==> config.mk <==
export PLATFORM = sky130hd
export DESIGN_NAME = sblock_cfg_loader_flat
export DESIGN_NICKNAME = d
export VERILOG_FILES = /design/src/rtl/sblock_cfg_loader_pkg.sv /design/src/rtl/sblock_cfg_loader_if.sv /design/src/rtl/sblock_cfg_loader.sv /design/src/flat_wrapper.sv
export SDC_FILE = /design/constraint.sdc
export NUM_CORES = 1
export LEC_CHECK = 0
export ABC_AREA = 1
export BUFFER_PORTS_ARGS = -buffer_cell sky130_fd_sc_hd__buf_2
export CAP_MARGIN = 15
export CORE_UTILIZATION = 51
export DETAILED_ROUTE_END_ITERATION = 8
export GPL_ROUTABILITY_DRIVEN = 0
export PLACE_DENSITY = 0.79
export SLEW_MARGIN = 20
export SYNTH_ARGS = -nofsm -noshare
export SYNTH_HDL_FRONTEND = slang
export SYNTH_SLANG_ARGS = --single-unit
==> constraint.sdc <==
create_clock -name clk -period 1.73 [get_ports clk]
set_clock_uncertainty 0.1 [all_clocks]
set_input_delay 0.0865 -clock clk [delete_from_list [all_inputs] [get_ports clk]]
set_output_delay 0.0865 -clock clk [all_outputs]
set_load 0.05 [all_outputs]
==> src/rtl/sblock_cfg_loader_pkg.sv <==
// Shared types and widths for the switch-block configuration loader.
package sblock_cfg_pkg;

   localparam int unsigned SB_CFG_W = 18;
   localparam int unsigned SB_H_W   = 9;
   localparam int unsigned SB_V_W   = 9;

   typedef enum logic [2:0] {IDLE, LOAD, SETUP, STROBE, HOLD, DONE} sbcfg_state_t;

   typedef logic [SB_CFG_W-1:0] sb_cfg_word_t;

   // Rotate-left-and-xor fold used by the optional load checksum.
   function automatic sb_cfg_word_t chk_step(input sb_cfg_word_t acc, input sb_cfg_word_t word);
      return {acc[SB_CFG_W-2:0], acc[SB_CFG_W-1]} ^ word;
   endfunction

endpackage

==> src/rtl/sblock_cfg_loader_if.sv <==
// Valid/ready stream carrying one configuration word per switch block.
interface sblock_cfg_loader_if;
   import sblock_cfg_pkg::*;

   logic         cfg_valid;
   logic         cfg_ready;
   sb_cfg_word_t cfg_data;

   modport master (output cfg_valid, output cfg_data, input  cfg_ready);
   modport slave  (input  cfg_valid, input  cfg_data, output cfg_ready);

endinterface

==> src/rtl/sblock_cfg_loader.sv <==
// Loads one 18-bit word per switch block with setup/strobe/hold margins on a shared bus.
// Optional build macro SBLOCK_CFG_CHK_EN adds a running checksum output chk.
module sblock_cfg_loader
   import sblock_cfg_pkg::*;
#(
   parameter int unsigned N_SB      = 16,
   parameter int unsigned SETUP_CYC = 1,
   parameter int unsigned PULSE_CYC = 2,
   parameter int unsigned HOLD_CYC  = 1,
   localparam int unsigned IDX_W    = (N_SB > 1) ? $clog2(N_SB) : 1
) (
   input  logic                clk,
   input  logic                rst,
   input  logic                start,
   input  logic                abort,
   sblock_cfg_loader_if.slave  cfg,
   output sb_cfg_word_t        sb_bits,
   output logic [N_SB-1:0]     sb_wr_en,
   output logic                busy,
   output logic                done,
   output logic [IDX_W-1:0]    cur_idx
`ifdef SBLOCK_CFG_CHK_EN
   ,
   output sb_cfg_word_t        chk
`endif
);

   localparam int unsigned MAX_A   = (SETUP_CYC > PULSE_CYC) ? SETUP_CYC : PULSE_CYC;
   localparam int unsigned MAX_CYC = (MAX_A > HOLD_CYC) ? MAX_A : HOLD_CYC;
   localparam int unsigned CNT_W   = (MAX_CYC > 1) ? $clog2(MAX_CYC) : 1;
   localparam logic [IDX_W-1:0] LAST_IDX = IDX_W'(N_SB - 1);

   sbcfg_state_t     state;
   logic [CNT_W-1:0] cnt;

   // Single FSM; every output is updated alongside the state it belongs to.
   always_ff @(posedge clk) begin
      if (rst) begin
         state         <= IDLE;
         cnt           <= '0;
         sb_bits       <= '0;
         sb_wr_en      <= '0;
         busy          <= 1'b0;
         done          <= 1'b0;
         cur_idx       <= '0;
         cfg.cfg_ready <= 1'b0;
`ifdef SBLOCK_CFG_CHK_EN
         chk           <= '0;
`endif
      end else if (abort && (state != IDLE)) begin
         // sb_bits is kept; the aborted block may hold a partial value.
         state         <= IDLE;
         cnt           <= '0;
         sb_wr_en      <= '0;
         busy          <= 1'b0;
         done          <= 1'b0;
         cur_idx       <= '0;
         cfg.cfg_ready <= 1'b0;
      end else begin
         case (state)
            IDLE: begin
               done <= 1'b0;
               if (start) begin
                  state         <= LOAD;
                  cur_idx       <= '0;
                  busy          <= 1'b1;
                  cfg.cfg_ready <= 1'b1;
`ifdef SBLOCK_CFG_CHK_EN
                  chk           <= '0;
`endif
               end
            end
            LOAD: begin
               if (cfg.cfg_valid && cfg.cfg_ready) begin
                  sb_bits       <= cfg.cfg_data;
                  cnt           <= CNT_W'(SETUP_CYC - 1);
                  state         <= SETUP;
                  cfg.cfg_ready <= 1'b0;
`ifdef SBLOCK_CFG_CHK_EN
                  chk           <= chk_step(chk, cfg.cfg_data);
`endif
               end
            end
            SETUP: begin
               if (cnt == '0) begin
                  cnt      <= CNT_W'(PULSE_CYC - 1);
                  state    <= STROBE;
                  sb_wr_en <= N_SB'(1) << cur_idx;
               end else begin
                  cnt <= cnt - CNT_W'(1);
               end
            end
            STROBE: begin
               if (cnt == '0) begin
                  cnt      <= CNT_W'(HOLD_CYC - 1);
                  state    <= HOLD;
                  sb_wr_en <= '0;
               end else begin
                  cnt <= cnt - CNT_W'(1);
               end
            end
            HOLD: begin
               if (cnt == '0) begin
                  if (cur_idx == LAST_IDX) begin
                     state <= DONE;
                     done  <= 1'b1;
                  end else begin
                     cur_idx       <= cur_idx + IDX_W'(1);
                     state         <= LOAD;
                     cfg.cfg_ready <= 1'b1;
                  end
               end else begin
                  cnt <= cnt - CNT_W'(1);
               end
            end
            DONE: begin
               // A start seen here is dropped: the loader only listens in IDLE.
               state <= IDLE;
               done  <= 1'b0;
               busy  <= 1'b0;
            end
            default: begin
               state <= IDLE;
            end
         endcase
      end
   end

endmodule

==> src/flat_wrapper.sv <==
// flat-port wrapper written by rule: the top's interface ports become plain ports
module sblock_cfg_loader_flat import sblock_cfg_pkg::*;
#(
   parameter int unsigned N_SB      = 16,
   parameter int unsigned SETUP_CYC = 1,
   parameter int unsigned PULSE_CYC = 2,
   parameter int unsigned HOLD_CYC  = 1,
   localparam int unsigned IDX_W    = (N_SB > 1) ? $clog2(N_SB) : 1
)
  (clk, rst, start, abort, sb_bits, sb_wr_en, busy, done, cur_idx, cfg_cfg_valid, cfg_cfg_data, cfg_cfg_ready);
  sblock_cfg_loader_if cfg_i ();
  input  logic clk;
  input  logic rst;
  input  logic start;
  input  logic abort;
  output sb_cfg_word_t sb_bits;
  output logic [N_SB-1:0] sb_wr_en;
  output logic busy;
  output logic done;
  output logic [IDX_W-1:0] cur_idx;
  input wire logic [$bits(cfg_i.cfg_valid)-1:0] cfg_cfg_valid;
  input wire logic [$bits(cfg_i.cfg_data)-1:0] cfg_cfg_data;
  output wire logic [$bits(cfg_i.cfg_ready)-1:0] cfg_cfg_ready;
  assign cfg_i.cfg_valid = cfg_cfg_valid;
  assign cfg_i.cfg_data = cfg_cfg_data;
  assign cfg_cfg_ready = cfg_i.cfg_ready;
  sblock_cfg_loader #(.N_SB(N_SB), .SETUP_CYC(SETUP_CYC), .PULSE_CYC(PULSE_CYC), .HOLD_CYC(HOLD_CYC)) u_core (.clk(clk), .rst(rst), .start(start), .abort(abort), .cfg(cfg_i), .sb_bits(sb_bits), .sb_wr_en(sb_wr_en), .busy(busy), .done(done), .cur_idx(cur_idx));
endmodule
# Yosys cells after proc, flatten, opt, wreduce, memory -nomap -nowiden

Cells that the tools add are included.

Bits in registers: 45
Input port bits: 23
Output and inout bits: 41

Equality and inequality tests: 13
Shift operators: 1
Add/sub/neg operators: 2
Muxes and demuxes: 26
Reductions and logical operators: 21
Bitwise operators: 1

Operators with widths:

| cell                                                                     | count |
|---|---|
| 16-bit two-way mux                                                       | 2 |
| 16-bit case mux with 2 select lines                                      | 1 |
| 3-bit two-way mux                                                        | 6 |
| 1-bit by 4-bit left shift with 16-bit output (first input constant)      | 1 |
| 3-bit case mux with 5 select lines                                       | 1 |
| 4-bit two-way mux                                                        | 3 |
| 2-bit inequality test (second input constant)                            | 5 |
| 5-bit AND reduction                                                      | 2 |
| 3-bit AND reduction                                                      | 3 |
| 3-bit nonzero test                                                       | 3 |
| 1-bit two-way mux                                                        | 8 |
| 4-bit case mux with 2 select lines                                       | 1 |
| 2-bit nonzero test                                                       | 4 |
| 3-bit by 2-bit equality test with 1-bit output (second input constant)   | 2 |
| 3-bit equality test (second input constant)                              | 2 |
| 1-bit case mux with 3 select lines                                       | 2 |
| 2-bit OR reduction                                                       | 3 |
| 4-bit by 1-bit adder with 4-bit output (second input constant)           | 1 |
| 4-bit equality test (second input constant)                              | 1 |
| 2-bit by 1-bit inequality test with 1-bit output (second input constant) | 2 |
| 1-bit case mux with 2 select lines                                       | 2 |
| 2-bit AND reduction                                                      | 2 |
| 4-bit AND reduction                                                      | 1 |
| 3-bit by 1-bit equality test with 1-bit output (second input constant)   | 1 |
| 4 further kinds                                                          | 5 |

# Depth between registers and ports, before layout

Gate-level depths: netlist of run 1.

Depth after elaboration: 4
Gate-level depth with buffers: 9
Gate-level depth less buffers: 8

# Worst setup path before layout of run 1

No wires, ideal clock.

Path kind: reg2reg
From: register u_core.cur_idx[0]
To: register u_core.cur_idx[0]
Period minus slack after synthesis: 1.776 ns
Setup slack: -0.046 ns
Buffers on the path: 0
Cell stages (with the launch flop): 8
Data arrival time: 1.606 ns
Path through: dfxtp_1 > ha_1 > nand3_1 > inv_1 > nand2_1 > nand3_1 > nand2_1 > a21oi_1

Longest elaborated chain between the ends: 4
Elaborated cells between the ends (all ways): 7
Classes of those cells: add/sub: 1; eq/ne: 2; mux: 3; reduce/logical: 1

RTL lines:

| item                                   | line                     | source |
|---|---|---|
| from (decl)                            | sblock_cfg_loader.sv:21  | `output logic [IDX_W-1:0] cur_idx` |
| from (signal assigned)                 | sblock_cfg_loader.sv:108 | `cur_idx <= cur_idx + IDX_W'(1);` |
| 4-bit by 1-bit adder with 4-bit output | sblock_cfg_loader.sv:108 |  |
| 4-bit two-way mux                      | sblock_cfg_loader.sv:104 | `if (cur_idx == LAST_IDX) begin` |
| 4-bit two-way mux                      | sblock_cfg_loader.sv:103 | `if (cnt == '0) begin` |
| 4-bit case mux with 2 select lines     | sblock_cfg_loader.sv:60  | `case (state)` |

Parallel ways exist; a longest one is shown, timed or not. The select of a mux whose other input is x is not followed.
A chain may end at the register's enable or synchronous reset.

# Final worst setup path of run 1

From: register u_core.state[0]
To: register u_core.sb_bits[3]

Longest elaborated chain between the ends: 4
Elaborated cells between the ends (all ways): 5
Classes of those cells: eq/ne: 1; bitwise: 1; reduce/logical: 3

RTL lines:

| item                                     | line                    | source |
|---|---|---|
| from (decl)                              | sblock_cfg_loader.sv:33 | `sbcfg_state_t state;` |
| from (signal assigned)                   | sblock_cfg_loader.sv:39 | `state <= IDLE;` |
| from (signal assigned)                   | sblock_cfg_loader.sv:52 | `state <= IDLE;` |
| from (signal assigned)                   | sblock_cfg_loader.sv:64 | `state <= LOAD;` |
| 3-bit nonzero test                       | sblock_cfg_loader.sv:50 | `end else if (abort && (state != IDLE)) begin` |
| 1-bit logical AND                        | sblock_cfg_loader.sv:50 |  |
| 1-bit NOT (no source line)               | n/a                     |  |
| 3-bit AND reduction (no source line) (*) | n/a                     |  |
| to (signal assigned)                     | sblock_cfg_loader.sv:75 | `sb_bits <= cfg.cfg_data;` |
| to (decl)                                | sblock_cfg_loader.sv:17 | `output sb_cfg_word_t sb_bits,` |

Every way passes the cells marked *; elsewhere a longest branch is shown, timed or not.

==> summary.md, run 1 <==
| Metric | Value |
|---|---|
| Drt wl/cell | 12.3 µm |
| Final Hold Viols | 0 |
| Setup WS pre-CTS | 0.0979 ns |
| Depth of the most critical reg-to-reg path | 5 |
| Core area | 0.00400 mm² |
| Critical Path Sink | u_core.sb_bits[3] |
| Critical Path RT | 1.81 ns |
| Die Width | 66.6 µm |
| Worst-path clk slew | 0.09 ns |
| CP Capture Type | flip-flop |
| Pin count of the biggest net entering global routing | 23 |
| GRT Resource Usage Total | 0.232 |
| Yosys top cell area share | 0.424 |
| Fill count | 328 |
| Final wirelength | 5050 µm |
| Reg2reg end | u_core.sb_bits[3] |
| Antenna violations before repair | 0 |
| H-tree Lvls | 2 |
| Layout cells sized above 1 | 0.308 |
| # diodes | 0 |
| Total number of vias | 2078 |
| Final worst slack | 0.105 ns |
| Max cap viols | 0 |
| Gate Count Post-Synth | 275 |
| Worst rel slew slack | 0.710 |
| Post-synth EDFFs | 0 |
| FP Rows | 23 |
| Post-synth cell types | 30 |
| Die Height | 66.6 µm |
| FFs w/ async S/R, synth | 0 |
| Clock sink count | 45 |
| Crit path time final | 1.62 ns |
| Crit path launch | u_core.state[0] |
| Yosys reg bits | 45 |
| Seq/Total Area, Yosys | 0.424 |
| Worst-path fanout max | 18 |
| Initial Util | 0.532 |
| Clock Path Buffers | 2 |
| Post-synthesis cell area | 0.00213 mm² |
| Number of buffers added on ports | 63 |
| Hpwl dp | 3370 µm |
| Most common flop cell mapped by yosys | dfxtp_1 |
| Slew at the pin closest to its max-slew limit | 0.435 ns |
| Final hold slack | 0.0156 ns |
| Ys Warns | 0 |
| Die Footprint | 0.00443 mm² |
| Final Max Tran Viols | 0 |
| GRT overflow | 0 |
| Synth area leaders | dfxtp_1, nand2_1, nand3_1, a21oi_1, a21oi_2 |
| Syn_nets | 304 |
| Setup TNS Final | 0 ns |
| Fmax | 0.615 GHz |
| # DRC | 0 |
| Peak VDD IR | 0.869 mV |
| CTS tree | built |
| Initial DRC count | 145 |
| Start of the worst register-to-register path | u_core.state[0] |
| Crit share post-route | 0.939 |
| Clock root buffer | clkbuf_8 |
| Layout area overhead | 31.1% |
| Post-CTS Setup Inserts | 0 |
| First-pass GRT wire length | 7840 µm |
| Clock Latency Late Sink | 0.30 ns |
| Unrepaired setup endpoints after global routing | false |
| Avg Inst Size Synth | 7.73 µm² |
| Hold crit path type | primary input to flip-flop |
| CP Data Arrival Time | 1.70 ns |
| ANT nets after route | 0 |
| Leading area contributor after synthesis | dfxtp_1 |
| DR pass1 iterations | 5 |
| Routed vias/inst | 5.07 |
| TritonCTS buffer count | 5 |
| Final nets | 388 |
| Vias in the first global route | 1790 |
| Critical path class | flip-flop to flip-flop |
| PwrDens | 1230 mW/mm² |
| Leakage | 1.25 nW |
| CP Launch Type | flip-flop |
| Setup Viol. Count Final | 0 |
| Status | completed |
| Ports | 64 |
| Reg2Reg Setup Slack | 0.11 ns |
metrics by stage:
step / cell area [µm²] / instances / power [mW] / utilization
global route: 2790 / 410 / 3.65 / 0.697
finish: 2790 / 410 / 3.42 / 0.697
global placement: 2500 / 384 / 2.60 / 0.624
floorplan: 2130 / 275 / 2.35 / -
CTS: 2790 / 410 / 3.44 / 0.697
detailed placement: 2500 / 384 / 2.61 / 0.624
what timing repair did:
action	in CTS	in global routing
hold buffers	18	0
endpoints found under the hold margin	18	0
resized for setup	0	1
setup endpoints to repair	0	12
per-layer routing:
layer,global-route usage,vias to the layer above,wire [µm]
met4,0.104,0,104
met2,0.374,53,2450
met3,0.0428,11,166
met5,0,-,0
li1,-,1063,-
met1,0.297,951,2330
synth_stat cells, types with 2 or more instances:
cell / number
nor2_4: 2
nand2_2: 3
nor2_2: 3
a21oi_2: 9
nand3_2: 2
nand2_1: 62
dfxtp_1: 45
inv_1: 20
nand3_1: 45
buf_4: 5
a21oi_1: 33
ha_1: 6
clkbuf_1: 2
inv_2: 2
buf_2: 2
nor2_1: 18
buf_6: 3
area by class of cell:
| type | instances | area [µm²] | share of cell area |
|---|---|---|---|
| clock buffer | 6 | 72.6 | 0.0260 |
| clock inverter | 2 | 38.8 | 0.0139 |
| inverter | 23 | 88.8 | 0.0319 |
| multi-input combinational | 194 | 1040 | 0.375 |
| sequential | 45 | 906 | 0.325 |
| tap | 50 | 62.6 | 0.0224 |
| timing repair buffer | 90 | 576 | 0.206 |
sequential cells by signal, indices dropped and copies added, names as in the netlist:
signal,count
u_core.sb_bits,18
u_core.sb_wr_en,16
u_core.cur_idx,4
u_core.state,3
u_core.busy,1
u_core.cfg.cfg_ready,1
u_core.cnt,1
u_core.done,1
how the worst min path moves through the flow:
stage / from / end / slack (ns) / depth (start not counted)
after floorplan: cfg_cfg_data[0] / u_core.sb_bits[0] / 0.15 / 2
after global placement: cfg_cfg_data[3] / u_core.sb_bits[3] / 0.26 / 3
after detailed placement: cfg_cfg_data[16] / u_core.sb_bits[16] / 0.26 / 3
after CTS: abort / u_core.cfg.cfg_ready / 0.02 / 4
after global routing: abort / u_core.cfg.cfg_ready / 0.04 / 4
final: abort / u_core.cfg.cfg_ready / 0.02 / 4
worst max-delay path: stages (launching register included):
cell and delay [ns]:
dfxtp_1 0.57, inv_2 0.10, nor3_4 0.22, nand2_2 0.27, nand2_1 0.15, a21oi_1 0.08
cell families after synthesis:
kind of cell	after synthesis	share of synthesized area
DFF	45	0.424
adders and majority gates	6	0.0353
buffers and inverters	36	0.0853
and+or+nand+nor	141	0.321
AOI/OAI and AO/OA	47	0.135
placed cells by master (no fill, tap or decap), types with 2 or more instances in the layout:
cell and count:
a21oi_1 33, a21oi_2 9, buf_2 63, buf_4 8, clkbuf_8 5, dfxtp_1 41, dfxtp_2 4, dlygate4sd3_1 18
ha_1 6, inv_1 20, inv_2 2, nand2_1 62, nand2_2 3, nand3_1 45, nand3_2 2, nor2_1 18
nor2_2 3, nor2_4 2
power by group:
part           leakage, nW  switching [mW]  internal (mW)
clock network       0.0554           0.358          0.434
registers            0.365           0.136           1.13
logic                0.831           0.907          0.464
No activity file was read; power rests on OpenSTA's default activity.
==> run 2: changes to the inputs <==
Settings changed: ABC_AREA 1 to not set, CORE_UTILIZATION 51 to 50.
==> summary.md, run 2 <==
| Metric | Value |
|---|---|
| Clock Path Buffers | 2 (unchanged) |
| Final worst slack | 0.0844 ns (was 0.105 ns) |
| Final Hold Viols | 0 (unchanged) |
| Number of buffers added on ports | 63 (unchanged) |
| Critical path class | flip-flop to flip-flop (unchanged) |
| Post-synth EDFFs | 0 (unchanged) |
| Leakage | 1.17 nW (was 1.25 nW) |
| PwrDens | 864 mW/mm² (was 1230 mW/mm²) |
| ANT nets after route | 0 (unchanged) |
| Final Max Tran Viols | 0 (unchanged) |
| Antenna violations before repair | 0 (unchanged) |
| Hpwl dp | 3080 µm (was 3370 µm) |
| Unrepaired setup endpoints after global routing | false (unchanged) |
| GRT overflow | 0 (unchanged) |
| Status | completed (unchanged) |
| Die Width | 65.1 µm (was 66.6 µm) |
| Top-count cell post-synth | dfxtp_1 (was nand2_1) |
| Total number of vias | 1826 (was 2078) |
| Die Footprint | 0.00424 mm² (was 0.00443 mm²) |
| Commonest cells post-synth | dfxtp_1, nor2_1, mux2i_1 (was nand2_1, dfxtp_1, nand3_1) |
| Crit share post-route | 0.951 (was 0.939) |
| Synth area leaders | dfxtp_1, mux2i_1, nor2_1, ha_1, a21oi_1 (was dfxtp_1, nand2_1, nand3_1, a21oi_1, a21oi_2) |
| Final Power | 2.34 mW (was 3.42 mW) |
| Clock root buffer | clkbuf_8 (unchanged) |
| FFs w/ async S/R, synth | 0 (unchanged) |
| Clock sink count | 45 (unchanged) |
| Pin count of the biggest net entering global routing | 24 (was 23) |
| Vias in the first global route | 1630 (was 1790) |
| Switch Pwr | 0.729 mW (was 1.40 mW) |
| Most frequent cells in the layout | buf_2, dfxtp_1, nor2_1 (was buf_2, nand2_1, nand3_1) |
| Fmax | 0.608 GHz (was 0.615 GHz) |
| Clock group share of total power | 0.264 (was 0.231) |
| Max cap viols | 0 (unchanged) |
| Syn_nets | 241 (was 304) |
| Hold crit path type | primary input to flip-flop (unchanged) |
| H-tree Lvls | 2 (unchanged) |
| Gr busiest metal | met2 (unchanged) |
| Met1 Use GR | 0.288 (was 0.297) |
| Start of the worst register-to-register path | u_core.state[0] (unchanged) |
| Setup Viol. Count Final | 0 (unchanged) |
| Depth of the most critical reg-to-reg path | 6 (was 5) |
| Most common cell after layout, fill and taps aside | buf_2 (unchanged) |
| DR pass1 iterations | 4 (was 5) |
| Post-synth cell types | 40 (was 30) |
| Most common flop cell mapped by yosys | dfxtp_1 (unchanged) |
| Reg2reg end | u_core.sb_bits[4] (was u_core.sb_bits[3]) |
| Worst-path clk slew | 0.08 ns (was 0.09 ns) |
| FP Rows | 22 (was 23) |
| Drt wl/cell | 13.3 µm (was 12.3 µm) |
| Yosys reg bits | 45 (unchanged) |
| TritonCTS buffer count | 5 (unchanged) |
| # diodes | 0 (unchanged) |
| Clock Latency Late Sink | 0.29 ns (was 0.30 ns) |
| Worst hold stages | 2 (was 4) |
| Ports | 64 (unchanged) |
| Leading area contributor after synthesis | dfxtp_1 (unchanged) |
| Fill count | 286 (was 328) |
| GRT Resource Usage Total | 0.226 (was 0.232) |
| Worst Hold Launch | rst (was abort) |
| CTS tree | built (unchanged) |
| Largest Register | u_core.sb_bits (unchanged) |
| Worst-path fanout max | 9 (was 18) |
| Routed vias/inst | 5.25 (was 5.07) |
| Sw Ratio | 0.311 (was 0.409) |
| Combinational power share | 0.259 (was 0.400) |
| Max reg flops | 18 (unchanged) |
| Peak VDD IR | 0.473 mV (was 0.869 mV) |
| Final hold slack | 0.0621 ns (was 0.0156 ns) |
| GR met2 Demand/Resource | 0.378 (was 0.374) |
| Post-route insts no fill | 348 (was 410) |
| Biggest regs | u_core.sb_bits (18), u_core.sb_wr_en (16), u_core.cur_idx (4) (unchanged) |
| Ys Warns | 0 (unchanged) |
| Yosys top cell area share | 0.452 (was 0.424) |
| Core Util, Final | 0.724 (was 0.697) |
| Seq/Total Area, Yosys | 0.452 (was 0.424) |
| Initial DRC count | 99 (was 145) |
| Slew at the pin closest to its max-slew limit | 0.360 ns (was 0.435 ns) |
| CP Data Arrival Time | 1.72 ns (was 1.70 ns) |
| Layout cells sized above 1 | 0.333 (was 0.308) |
| Global Route met3 Usage | 0.0503 (was 0.0428) |
| Final nets | 328 (was 388) |
| First-pass GRT wire length | 7360 µm (was 7840 µm) |
| Placed Cells | 320 (was 384) |
| Crit path time final | 1.65 ns (was 1.62 ns) |
| Hold path endpoint | u_core.sb_bits[12] (was u_core.cfg.cfg_ready) |
| Worst rel slew slack | 0.760 (was 0.710) |
| # DRC | 0 (unchanged) |
| Final wirelength | 4640 µm (was 5050 µm) |
| Post-synthesis cell area | 0.00199 mm² (was 0.00213 mm²) |
| CP Capture Type | flip-flop (unchanged) |
| Critical Path RT | 1.81 ns (about the same) |
| Internal Power | 1.61 mW (was 2.02 mW) |
| CP Launch Type | flip-flop (unchanged) |
| Setup WS pre-CTS | -0.00884 ns (was 0.0979 ns) |
| Die Height | 65.1 µm (was 66.6 µm) |
| Avg Inst Size Synth | 9.40 µm² (was 7.73 µm²) |
| Initial Util | 0.532 (about the same) |
| Reg2Reg Setup Slack | 0.08 ns (was 0.11 ns) |
| Layout area overhead | 36.1% (was 31.1%) |
| Gate Count Post-Synth | 212 (was 275) |
| Core area | 0.00374 mm² (was 0.00400 mm²) |
| Sequential share of power | 0.478 (was 0.368) |
[run 2: cell types whose count changed after synthesis, moves of 5 or more]
cell,previous run,this run
a21oi_1,33,13
a21oi_2,9,1
a22oi_1,0,8
buf_2,2,7
inv_1,20,5
mux2i_1,0,19
nand2_1,62,11
nand3_1,45,6
nor2_1,18,35
[run 2: per-layer routing]
metal  up-vias  wire length, µm
li1        917                -
met1       853             2140
met2        51             2220
met3         5              224
met4         0               46
met5         -                0
[run 2: timing repair]
item                                    in CTS  in global routing
buffers inserted                             0                  1
endpoints found under the hold margin       18                  0
pin swaps                                    0                  2
hold buffers                                18                  0
gates cloned                                 0                  1
endpoints found under the setup margin       3                  8
resized for setup                            1                  4
[run 2: layout make-up]
class / instances / area, µm² / area share
clock inverters: 2 / 10.0 / 0.00369
flip-flops and latches: 45 / 908 / 0.335
inverters: 5 / 18.8 / 0.00692
well taps: 48 / 60.1 / 0.0222
multi-input cells: 145 / 996 / 0.367
clock buffers: 6 / 72.6 / 0.0268
repair buffers: 97 / 646 / 0.238
[run 2: critical path, stage by stage, from the launching register on]
cell,delay [ns]
dfxtp_2,0.42
inv_1,0.13
nor4b_4,0.27
buf_4,0.18
buf_12,0.14
mux2i_1,0.23
nor2_1,0.05
[run 2: worst max path at each step]
stage | from | to | slack, ns | depth (start not counted)
after floorplan | u_core.cfg.cfg_ready | u_core.sb_bits[0] | 0.04 | 6
after global placement | u_core.state[0] | u_core.sb_bits[1] | 0.08 | 5
after detailed placement | u_core.state[0] | u_core.sb_bits[1] | -0.009 | 5
after CTS | u_core.cur_idx[0] | u_core.cfg.cfg_ready | 0.07 | 5
after global routing | u_core.state[0] | u_core.sb_bits[5] | 0.006 | 6
final | u_core.state[0] | u_core.sb_bits[4] | 0.08 | 6
[run 2: through the flow]
| step | TNS (ns) | instance area, µm² |
|---|---|---|
| after CTS | 0 | 2670 |
| after floorplan | 0 | 2000 |
| after global routing | 0 | 2710 |
| after global placement | 0 | 2400 |
| final | 0 | 2710 |
| after detailed placement | -0.00884 | 2400 |
[run 2: power by group through the flow]
stage / registers [mW] / clock network, mW / logic, mW
2_1_floorplan: 1.20 / 0 / 0.343
3_3_place_gp: 1.14 / 0 / 0.556
3_5_place_dp: 1.14 / 0 / 0.560
4_1_cts: 1.12 / 0.630 / 0.594
5_1_grt: 1.13 / 0.670 / 0.657
6_report: 1.12 / 0.617 / 0.606
[run 2: cells by family after synthesis]
kind of cell               synth area share
and+or+nand+nor                       0.220
buffers and inverters                0.0572
DFF                                   0.452
xor gates and xnor gates            0.00440
AOI/OAI and AO/OA                     0.133
adders and majority gates            0.0377
muxes                                0.0955
==> run 3: changes to the inputs <==
Settings changed: ABC_AREA set to 1, CORE_ASPECT_RATIO set to 0.75, CORE_UTILIZATION 50 to 51, PLACE_DENSITY 0.79 to 0.87.
==> summary.md, run 3 (synthesized netlist as in run 1, its figures left out) <==
| Metric | Value |
|---|---|
| Most frequent cells in the layout | buf_2, nand2_1, nand3_1 (was buf_2, dfxtp_1, nor2_1) |
| Clock Latency Late Sink | 0.30 ns (was 0.29 ns) |
| Hold crit path type | primary input to flip-flop (unchanged) |
| DR pass1 iterations | 5 (was 4) |
| TritonCTS buffer count | 5 (unchanged) |
| Final wirelength | 5320 µm (was 4640 µm) |
| ANT nets after route | 0 (unchanged) |
| Leakage | 1.24 nW (was 1.17 nW) |
| FP Rows | 19 (was 22) |
| # DRC | 0 (unchanged) |
| Peak VDD IR | 1.20 mV (was 0.473 mV) |
| Worst-path fanout max | 8 (was 9) |
| Clock sink count | 45 (unchanged) |
| Final Hold Viols | 0 (unchanged) |
| Status | completed (unchanged) |
| GRT Resource Usage Total | 0.245 (was 0.226) |
| GRT overflow | 0 (unchanged) |
| CP Launch Type | flip-flop (unchanged) |
| Setup TNS Final | 0 ns (unchanged) |
| PwrDens | 1240 mW/mm² (was 864 mW/mm²) |
| Clock root buffer | clkbuf_8 (unchanged) |
| Total number of vias | 2107 (was 1826) |
| Worst rel slew slack | 0.712 (was 0.760) |
| Fill count | 297 (was 286) |
| Layout area overhead | 30.6% (was 36.1%) |
| Max reg flops | 18 (unchanged) |
| Setup Viol. Count Final | 0 (unchanged) |
| Final nets | 386 (was 328) |
| Crit path time final | 1.57 ns (was 1.65 ns) |
| Die Width | 76.6 µm (was 65.1 µm) |
| CP Data Arrival Time | 1.69 ns (was 1.72 ns) |
| First-pass GRT wire length | 8540 µm (was 7360 µm) |
| Post-CTS Setup Inserts | 0 (unchanged) |
| CTS tree | built (unchanged) |
| Core area | 0.00383 mm² (was 0.00374 mm²) |
| # diodes | 0 (unchanged) |
| Crit share post-route | 0.908 (was 0.951) |
| Drt wl/cell | 13.0 µm (was 13.3 µm) |
| Critical path class | flip-flop to flip-flop (unchanged) |
| Vias in the first global route | 1836 (was 1630) |
| Layout cells sized above 1 | 0.313 (was 0.333) |
| Critical Path RT | 1.85 ns (was 1.81 ns) |
| Unrepaired setup endpoints after global routing | false (unchanged) |
| Largest Register | u_core.sb_bits (unchanged) |
| Max cap viols | 0 (unchanged) |
| Biggest regs | u_core.sb_bits (18), u_core.sb_wr_en (16), u_core.cur_idx (4) (unchanged) |
| Pin count of the biggest net entering global routing | 23 (was 24) |
| Clock Path Buffers | 2 (unchanged) |
| Ports | 64 (unchanged) |
| Die Footprint | 0.00444 mm² (was 0.00424 mm²) |
| Initial DRC count | 153 (was 99) |
| Hpwl dp | 3490 µm (was 3080 µm) |
| CP Capture Type | flip-flop (unchanged) |
| Worst-path clk slew | 0.09 ns (was 0.08 ns) |
| Fmax | 0.637 GHz (was 0.608 GHz) |
| Final Max Tran Viols | 0 (unchanged) |
| Most common cell after layout, fill and taps aside | buf_2 (unchanged) |
| Die Height | 57.9 µm (was 65.1 µm) |
| Routed vias/inst | 5.14 (was 5.25) |
| Post-placement cell area | 0.00249 mm² (was 0.00240 mm²) |
| Slew at the pin closest to its max-slew limit | 0.431 ns (was 0.360 ns) |
| H-tree Lvls | 2 (unchanged) |
| Initial Util | 0.556 (was 0.532) |
| Post-route cell area | 0.00278 mm² (was 0.00271 mm²) |
| Number of buffers added on ports | 63 (unchanged) |
| Antenna violations before repair | 0 (unchanged) |
## run 3: cell count changes in the layout (fill, tap and decap cells not counted), sizes merged, moves of 3 or more
cell,delta
mux2i,-19
nand2,+55
nand3,+42
a21oi,+29
inv,+18
nor2,-11
a22oi,-8
nand2b,-4
nor4b,-3
and3,-4
buf,-7
nand4,-4
## run 3: per-stage QoR
| step | hold WS [ns] | worst slack [ns] | power, mW | util | cells |
|---|---|---|---|---|---|
| detailed placement | 0.264 | 0.110 | 2.60 | 0.651 | 385 |
| global route | 0.0373 | 0.0337 | 3.66 | 0.726 | 410 |
| CTS | 0.0348 | 0.0505 | 3.44 | 0.725 | 410 |
| finish | 0.0355 | 0.159 | 3.46 | 0.726 | 410 |
| global placement | 0.261 | 0.104 | 2.58 | 0.651 | 385 |
| floorplan | 0.151 | 0.00815 | 2.35 | - | 275 |
## run 3: routing by layer
layer / global-route usage / part of all wire / vias to the layer above
li1: - / - / 1061
met5: 0 / 0 / -
met2: 0.404 / 0.47 / 69
met3: 0.0441 / 0.051 / 9
met1: 0.325 / 0.46 / 968
met4: 0.0962 / 0.019 / 0
## run 3: worst max-delay path, cell delays in order (launching register included)
cell     delay [ns]
dfxtp_2        0.41
ha_1           0.26
nand3_1        0.14
inv_1          0.11
nand2_1        0.11
nand3_1        0.16
nand2_1        0.07
a21oi_1        0.15
## run 3: power by group
group	internal (mW)	total [mW]	switching [mW]
combinational	0.453	1.39	0.935
clock	0.433	0.807	0.374
sequential	1.13	1.27	0.137
total	2.01	3.46	1.45
## run 3: worst paths after layout
path	from	end	slack, ns	cells after the start
max	u_core.cur_idx[0]	u_core.cur_idx[0]	0.16	7
min	cfg_cfg_data[9]	u_core.sb_bits[9]	0.04	3
max reg2reg	u_core.cur_idx[0]	u_core.cur_idx[0]	0.16	7
min reg2reg	u_core.sb_wr_en[3]	u_core.sb_wr_en[3]	0.37	2
## run 3: area by class of cell
cell class	instances	area, µm²	share of cell area
tap	52	65.1	0.0234
clock inverter	3	46.3	0.0167
clock buffer	5	68.8	0.0248
sequential	45	907	0.326
inverter	23	88.8	0.0320
timing repair buffer	88	558	0.201
multi-input combinational	194	1040	0.376
## run 3: timing repair
action	in CTS	in global routing
gates resized for setup	0	2
endpoints found under the hold margin	17	0
setup endpoints to repair	0	18
hold buffers	17	0
